## src/rtl/mw_pkg.sv

```systemverilog
// Shared definitions for the microwave cook controller.
//   - FSM state encoding (IDLE/COOK/PAUSE), as reported on state_o
//   - field widths for the BCD entry register and the keypad
//   - default prescaler divide for a 100 Hz system clock
//   - keypad one-hot helpers
package mw_pkg;

  localparam int unsigned BCD_W            = 4;
  localparam int unsigned ENTRY_W          = 12;
  localparam int unsigned KBD_W            = 10;
  localparam int unsigned TICK_DIV_DEFAULT = 100;

  typedef enum logic [1:0] {
    IDLE  = 2'd0,
    COOK  = 2'd1,
    PAUSE = 2'd2
  } mw_state_e;

  // True when exactly one keypad bit is set.
  function automatic logic is_onehot(input logic [KBD_W-1:0] v);
    int unsigned n;
    n = 0;
    for (int i = 0; i < KBD_W; i++) begin
      n = n + {31'd0, v[i]};
    end
    return n == 1;
  endfunction

  // Index of the set bit; only meaningful when is_onehot(v).
  function automatic logic [BCD_W-1:0] onehot_to_digit(input logic [KBD_W-1:0] v);
    logic [BCD_W-1:0] d;
    d = '0;
    for (int i = 0; i < KBD_W; i++) begin
      if (v[i]) d = BCD_W'(i);
    end
    return d;
  endfunction

endpackage

```

## src/rtl/mw_cook_controller_if.sv

```systemverilog
// Front-panel and timer-side signal bundle of the cook controller.
//   master : front panel / timer environment (drives panel inputs, timer_zero)
//   slave  : mw_cook_controller
//   kbd[9:0]        one-hot keypad, active-high
//   startn/stopn/clearn  active-low buttons
//   door_closed     1 = door closed
//   timer_zero      countdown datapath reads 0:00
//   entry_bcd[11:0] {min, sec_tens, sec_ones} load value for the timer
//   load_timer/clear_timer/count_en  1-cycle timer strobes
//   mag_on          magnetron enable
//   state_o[1:0]    FSM state (debug)
interface mw_cook_controller_if;
  import mw_pkg::*;

  logic [KBD_W-1:0]   kbd;
  logic               startn;
  logic               stopn;
  logic               clearn;
  logic               door_closed;
  logic               timer_zero;
  logic [ENTRY_W-1:0] entry_bcd;
  logic               load_timer;
  logic               clear_timer;
  logic               count_en;
  logic               mag_on;
  logic [1:0]         state_o;

  modport master (
    output kbd, startn, stopn, clearn, door_closed, timer_zero,
    input  entry_bcd, load_timer, clear_timer, count_en, mag_on, state_o
  );

  modport slave (
    input  kbd, startn, stopn, clearn, door_closed, timer_zero,
    output entry_bcd, load_timer, clear_timer, count_en, mag_on, state_o
  );

endinterface

```

## src/rtl/mw_tick_gen.sv

```systemverilog
// One-second tick prescaler.
//   clk, rst  : clock, asynchronous active-high reset
//   en        : count this cycle (controller is cooking)
//   hold      : freeze the count this cycle (controller is leaving COOK)
//   restart   : force the count back to 0
//   tick      : 1-cycle pulse on the cycle the count wraps TICK_DIV-1 -> 0
module mw_tick_gen #(
  parameter int unsigned TICK_DIV = 100
) (
  input  logic clk,
  input  logic rst,
  input  logic en,
  input  logic hold,
  input  logic restart,
  output logic tick
);

  localparam int unsigned CW = (TICK_DIV > 1) ? $clog2(TICK_DIV) : 1;

  logic [CW-1:0] cnt_q;
  logic          wrap;
  logic          advance;

  always_comb begin
    wrap    = (cnt_q == CW'(TICK_DIV - 1));
    advance = en & ~hold & ~restart;
    tick    = advance & wrap;
  end

  always_ff @(posedge clk or posedge rst) begin
    if (rst) begin
      cnt_q <= '0;
    end else if (restart) begin
      cnt_q <= '0;
    end else if (advance) begin
      cnt_q <= wrap ? '0 : cnt_q + CW'(1);
    end
  end

endmodule

```

## src/rtl/mw_cook_controller.sv

```systemverilog
// Microwave cook controller: registers the front-panel inputs, detects presses,
// shifts keypad digits into a 3-digit BCD entry, and sequences the external
// countdown timer (load/clear/count strobes) and the magnetron enable.
//   clk, rst : clock, asynchronous active-high reset
//   bus      : mw_cook_controller_if.slave (panel inputs, timer_zero, timer strobes,
//              entry_bcd, mag_on, state_o)
module mw_cook_controller
  import mw_pkg::*;
#(
  parameter int unsigned TICK_DIV = TICK_DIV_DEFAULT
) (
  input logic                 clk,
  input logic                 rst,
  mw_cook_controller_if.slave bus
);

  // Input sample (_s) and previous sample (_p) registers, reset to idle levels.
  logic [KBD_W-1:0] kbd_s, kbd_p;
  logic             startn_s, startn_p;
  logic             stopn_s, stopn_p;
  logic             clearn_s, clearn_p;
  logic             door_s;

  mw_state_e          state_q;
  logic [ENTRY_W-1:0] entry_q;
  logic               load_q, clear_q, count_q, mag_q;

  logic             key_press;
  logic [BCD_W-1:0] key_digit;
  logic             start_press, stop_press, clear_press;
  logic             halt;
  logic             zero_exit;
  logic             cook_leave;
  logic             presc_en, presc_restart;
  logic             tick;

  always_ff @(posedge clk or posedge rst) begin
    if (rst) begin
      kbd_s    <= '0;
      kbd_p    <= '0;
      startn_s <= 1'b1;
      startn_p <= 1'b1;
      stopn_s  <= 1'b1;
      stopn_p  <= 1'b1;
      clearn_s <= 1'b1;
      clearn_p <= 1'b1;
      door_s   <= 1'b0;
    end else begin
      kbd_s    <= bus.kbd;
      kbd_p    <= kbd_s;
      startn_s <= bus.startn;
      startn_p <= startn_s;
      stopn_s  <= bus.stopn;
      stopn_p  <= stopn_s;
      clearn_s <= bus.clearn;
      clearn_p <= clearn_s;
      door_s   <= bus.door_closed;
    end
  end

  always_comb begin
    // A key counts only if the pad is one-hot now and that bit was not set before.
    key_press   = is_onehot(kbd_s) && ((kbd_s & ~kbd_p) != '0);
    key_digit   = onehot_to_digit(kbd_s);
    start_press = startn_p & ~startn_s;
    stop_press  = stopn_p & ~stopn_s;
    clear_press = clearn_p & ~clearn_s;
    halt        = stop_press | ~door_s;
    // timer_zero is stale on the first COOK cycle, before the load takes effect.
    zero_exit   = bus.timer_zero & ~load_q;
    cook_leave  = (state_q == COOK) & (clear_press | halt | zero_exit);
    presc_en      = (state_q == COOK);
    presc_restart = (state_q == IDLE);
  end

  mw_tick_gen #(
    .TICK_DIV(TICK_DIV)
  ) u_tick_gen (
    .clk    (clk),
    .rst    (rst),
    .en     (presc_en),
    .hold   (cook_leave),
    .restart(presc_restart),
    .tick   (tick)
  );

  always_ff @(posedge clk or posedge rst) begin
    if (rst) begin
      state_q <= IDLE;
      entry_q <= '0;
      load_q  <= 1'b0;
      clear_q <= 1'b0;
      count_q <= 1'b0;
      mag_q   <= 1'b0;
    end else begin
      load_q  <= 1'b0;
      clear_q <= 1'b0;
      count_q <= 1'b0;
      mag_q   <= 1'b0;
      unique case (state_q)
        IDLE: begin
          if (clear_press) begin
            entry_q <= '0;
            clear_q <= 1'b1;
          end else if (halt) begin
            // stop or open door outranks start and digit entry
          end else if (start_press) begin
            if (entry_q != '0) begin
              load_q  <= 1'b1;
              mag_q   <= 1'b1;
              state_q <= COOK;
            end
          end else if (key_press) begin
            entry_q <= {entry_q[ENTRY_W-BCD_W-1:0], key_digit};
          end
        end
        COOK: begin
          if (clear_press) begin
            entry_q <= '0;
            clear_q <= 1'b1;
            state_q <= IDLE;
          end else if (halt) begin
            state_q <= PAUSE;
          end else if (zero_exit) begin
            entry_q <= '0;
            state_q <= IDLE;
          end else begin
            count_q <= tick;
            mag_q   <= 1'b1;
          end
        end
        PAUSE: begin
          if (clear_press) begin
            entry_q <= '0;
            clear_q <= 1'b1;
            state_q <= IDLE;
          end else if (!halt && start_press) begin
            mag_q   <= 1'b1;
            state_q <= COOK;
          end
        end
        default: begin
          state_q <= IDLE;
        end
      endcase
    end
  end

  assign bus.entry_bcd   = entry_q;
  assign bus.load_timer  = load_q;
  assign bus.clear_timer = clear_q;
  assign bus.count_en    = count_q;
  assign bus.mag_on      = mag_q;
  assign bus.state_o     = state_q;

endmodule

```

## src/flat_wrapper.sv

```systemverilog
// flat-port wrapper written by rule: the top's interface ports become plain ports
module mw_cook_controller_flat import mw_pkg::*;
#(
  parameter int unsigned TICK_DIV = TICK_DIV_DEFAULT
)
  (clk, rst, bus_kbd, bus_startn, bus_stopn, bus_clearn, bus_door_closed, bus_timer_zero, bus_entry_bcd, bus_load_timer, bus_clear_timer, bus_count_en, bus_mag_on, bus_state_o);
  mw_cook_controller_if bus_i ();
  input logic clk;
  input logic rst;
  input wire logic [$bits(bus_i.kbd)-1:0] bus_kbd;
  input wire logic [$bits(bus_i.startn)-1:0] bus_startn;
  input wire logic [$bits(bus_i.stopn)-1:0] bus_stopn;
  input wire logic [$bits(bus_i.clearn)-1:0] bus_clearn;
  input wire logic [$bits(bus_i.door_closed)-1:0] bus_door_closed;
  input wire logic [$bits(bus_i.timer_zero)-1:0] bus_timer_zero;
  output wire logic [$bits(bus_i.entry_bcd)-1:0] bus_entry_bcd;
  output wire logic [$bits(bus_i.load_timer)-1:0] bus_load_timer;
  output wire logic [$bits(bus_i.clear_timer)-1:0] bus_clear_timer;
  output wire logic [$bits(bus_i.count_en)-1:0] bus_count_en;
  output wire logic [$bits(bus_i.mag_on)-1:0] bus_mag_on;
  output wire logic [$bits(bus_i.state_o)-1:0] bus_state_o;
  assign bus_i.kbd = bus_kbd;
  assign bus_i.startn = bus_startn;
  assign bus_i.stopn = bus_stopn;
  assign bus_i.clearn = bus_clearn;
  assign bus_i.door_closed = bus_door_closed;
  assign bus_i.timer_zero = bus_timer_zero;
  assign bus_entry_bcd = bus_i.entry_bcd;
  assign bus_load_timer = bus_i.load_timer;
  assign bus_clear_timer = bus_i.clear_timer;
  assign bus_count_en = bus_i.count_en;
  assign bus_mag_on = bus_i.mag_on;
  assign bus_state_o = bus_i.state_o;
  mw_cook_controller #(.TICK_DIV(TICK_DIV)) u_core (.clk(clk), .rst(rst), .bus(bus_i));
endmodule
```

## config.mk

```make
export PLATFORM = sky130hd
export DESIGN_NAME = mw_cook_controller_flat
export DESIGN_NICKNAME = d
export VERILOG_FILES = /design/src/rtl/mw_pkg.sv /design/src/rtl/mw_cook_controller_if.sv /design/src/rtl/mw_tick_gen.sv /design/src/rtl/mw_cook_controller.sv /design/src/flat_wrapper.sv
export SDC_FILE = /design/constraint.sdc
export NUM_CORES = 1
export LEC_CHECK = 0
export CORE_MARGIN = 2
export CORE_UTILIZATION = 49
export DETAILED_ROUTE_END_ITERATION = 12
export HOLD_SLACK_MARGIN = 0.06
export PLACE_DENSITY = 0.76
export SYNTH_ARGS = -nofsm -noshare
export SYNTH_HDL_FRONTEND = slang
export SYNTH_SLANG_ARGS = --single-unit
```

## constraint.sdc

```tcl
create_clock -name clk -period 4.6 [get_ports clk]
set_input_delay 0.46 -clock clk [delete_from_list [all_inputs] [get_ports clk]]
set_output_delay 0.46 -clock clk [all_outputs]
set_load 0.005 [all_outputs]
```

==> results.toml <==
[synthesis]
seq_area_frac_synth = 0.5372
synthArstFlopShare = 1.000
synth_edf_count = 0
synth_nets = 242
yosysMostFrequentCell = "dfrtp_1"
postSynthCellCount = 208
synthTopCellsByArea = "dfrtp_1 (47%), dfstp_2 (6.5%), ha_1 (5.6%), fa_1 (4.9%), mux2_4 (3.7%)"
syn_avg_cell_area_um2 = 11.71
post-synth-top-area-fraction = 0.4725
yosys-top-cells-count = "dfrtp_1 (46), inv_1 (22), nor2_1 (14)"
yosysUniqueCellTypes = 38
synth_seq_cells = 52
ys.flop_type = "dfrtp_1"
synth_area_mm2 = 0.002436
post-synth-top-area-cell = "dfrtp_1"
ys_warn_count = 0

[routing]
first_pass_iters = 4
drc = 0
wl_met1_um = 2200
wirelength_um = 4813
vias_per_cell = 5.198
wl_met3_um = 197
highest_layer = "met4"
wl_per_cell_um = 14.90
wl_met2_um = 2321
drt_iter0_markers = 93
ant_nets = 0
vias = 1679

[global_routing]
grt-ovfl-total = 0
antenna_found_initial = 0
grt_usage = 0.1896
grt_pass1_vias = 1678
grt_start_max_net_pins = 53
grt_pass1_wl_um = 7762

[run_status]
status = "finished, final reports clean"

[floorplan]
row_count = 25
start_util = 0.5124
dieArea_mm2 = 0.005552
io_pins = 35
die_y_um = 74.51
coreArea_mm2 = 0.004755
chipWidth_um = 74.51

[cts]
cts.clk_slew.worst_paths_ns = 0.10
cts_buffers = 5
hold_buffers = 0
clk_latency_ns = 0.31
clockBufferDepth = 2
root_buffer = "clkbuf_8"
htreeDepth = 2
cts_tree = "done"
clkSinkCount = 52

[timing]
period_needed_ns = 4.536
slew_headroom = 0.2975
fmax_ghz = 0.2205
timing.final.hold_violations = 0
tightest_slew_ns = 1.052
post-route-period-util = 0.9860
fin_ws_ns = 0.06426
rsz0062_at_grt = "yes"
finalSetupTns_ns = 0
clock-skew-final_ns = 0.006946
finalSetupViolCount = 0
report.final.slew_viol_count = 0

[power]
p_switching_uw = 511.4
p_leak_nw = 1.424
ir_drop_uv = 325.3
p_int_mw = 1.048
p_per_area_mw_per_mm2 = 505.7
p_total_mw = 1.559
seqPwrFrac = 0.372
p_sw_frac = 0.3280
clkPwrFrac = 0.205
p_comb_frac = 0.424

[placed_design]
dpl_worst_slack_ns = -0.08786
gp_congestion = 0.8459
dp.cells = 307
dp_hpwl_um = 3225
portBuffers = 34

[worst_hold_path]
hp-class = "reg2reg"
min_from = "u_core.startn_s"

[critical_path]
worstSetupStartpointType = "register"
critPathRequiredTime_ns = 4.80
worstPathArrival_ns = 4.74
cp_max_fo = 5
rr_startpoint = "u_core.kbd_s[0]"
critPathCaptureType = "register"
critPathLaunch = "u_core.kbd_s[0]"
path_class = "reg2reg"

[cells_and_area]
layout-drive-gt1-share = 0.1641
area_growth_pct = 26.55
fillers = 393
fin_nets = 289
diodes = 0
post_layout_nonfiller_instances = 323

[job]
cap_violations = 0
kinds of logic after synthesis:
logic type,share of synthesized area
mux,0.07139
flops,0.5372
simple gates,0.1510
compound gates,0.08166
buf+inv,0.04570
xor+xnor,0.007192
fa+ha+maj,0.1058
layer usage:
metal	track usage	vias to the layer above
li1	-	796
met1	0.2498	836
met2	0.3048	40
met3	0.04201	7
met4	0.07937	0
met5	0	-
power by group through the flow:
stage               clock [mW]  combinational, mW  sequential [mW]
floorplan                    0              0.360            0.576
global placement             0              0.537            0.586
detailed placement           0              0.550            0.587
CTS                      0.327              0.649            0.580
global route             0.346              0.713            0.588
finish                   0.319              0.660            0.580
sequential cells by signal (all words and copies together), names as in the netlist:
name	cells
u_core.kbd_s	10
u_core.bus.clear_timer	1
u_core.u_tick_gen.cnt_q	7
u_core.kbd_p	10
u_core.clearn_s	1
u_core.startn_p	1
u_core.startn_s	1
u_core.bus.count_en	1
u_core.door_s	1
u_core.bus.load_timer	1
u_core.bus.mag_on	1
u_core.clearn_p	1
u_core.bus.entry_bcd	12
u_core.bus.state_o	2
u_core.stopn_p	1
u_core.stopn_s	1
area by class of cell:
type	count	area, um^2	share of cell area
Timing Repair Buffer	44	440.4	0.1429
Tap cell	67	83.83	0.02719
Clock buffer	5	68.82	0.02232
Inverter	22	82.58	0.02679
Sequential cell	52	1309	0.4245
Clock inverter	3	46.29	0.01502
Multi-Input combinational cell	130	1052	0.3413
per-stage QoR:
step	hold WS (ns)	area [um^2]	utilization
final	0.3716	3083	0.6484
after global routing	0.3814	3083	0.6484
after CTS	0.3727	3063	0.6442
after detailed placement	0.3596	2859	0.6013
after global placement	0.3597	2859	0.6013
after floorplan	0.3541	2436	-
cell usage in the layout, fill, tap and decap left out, drive strengths merged, types with 3 or more instances in the layout:
cell and count:
a21oi 8, a22o 5, buf 9, clkbuf 6, clkdlybuf4s50 34, dfrtp 46
dfstp 6, fa 6, ha 11, inv 23, mux2 9, mux2i 5
nand2 11, nand2b 11, nand3 5, nor2 14, nor2b 3, nor3 11
nor4 4, o2111ai 3, o21ai 5
path summary, 6_finish.rpt:
path / depth (start not counted) / to / slack [ns]
min in group asynchronous: 2 / u_core.kbd_s[2] / 0.72
hold / removal: 0 / u_core.startn_p / 0.37
max in group asynchronous: 2 / u_core.u_tick_gen.cnt_q[4] / 3.23
hold reg to reg: 0 / u_core.startn_p / 0.37
setup reg to reg: 14 / u_core.bus.entry_bcd[2] / 0.06
setup / recovery: 14 / u_core.bus.entry_bcd[2] / 0.06
repair_timing:
| item | CTS | global route |
|---|---|---|
| setup endpoints to repair | 8 | 12 |
| pin swaps | 5 | 2 |
| gates cloned | 1 | 0 |
| gates resized for setup | 6 | 5 |
| setup buffers | 4 | 4 |
worst max-delay path, cell delays in order (launching register included):
cell       delay (ns)
dfrtp_1          0.39
ha_1             0.29
inv_2            0.04
fa_1             0.54
fa_1             0.43
fa_1             0.48
fa_2             0.37
fa_2             0.36
or3b_4           0.39
o22ai_4          0.15
a31oi_4          0.13
nor4b_4          0.24
buf_4            0.16
clkbuf_16        0.14
mux2_4           0.29
Note: power is estimated with default switching activity, not from simulation.
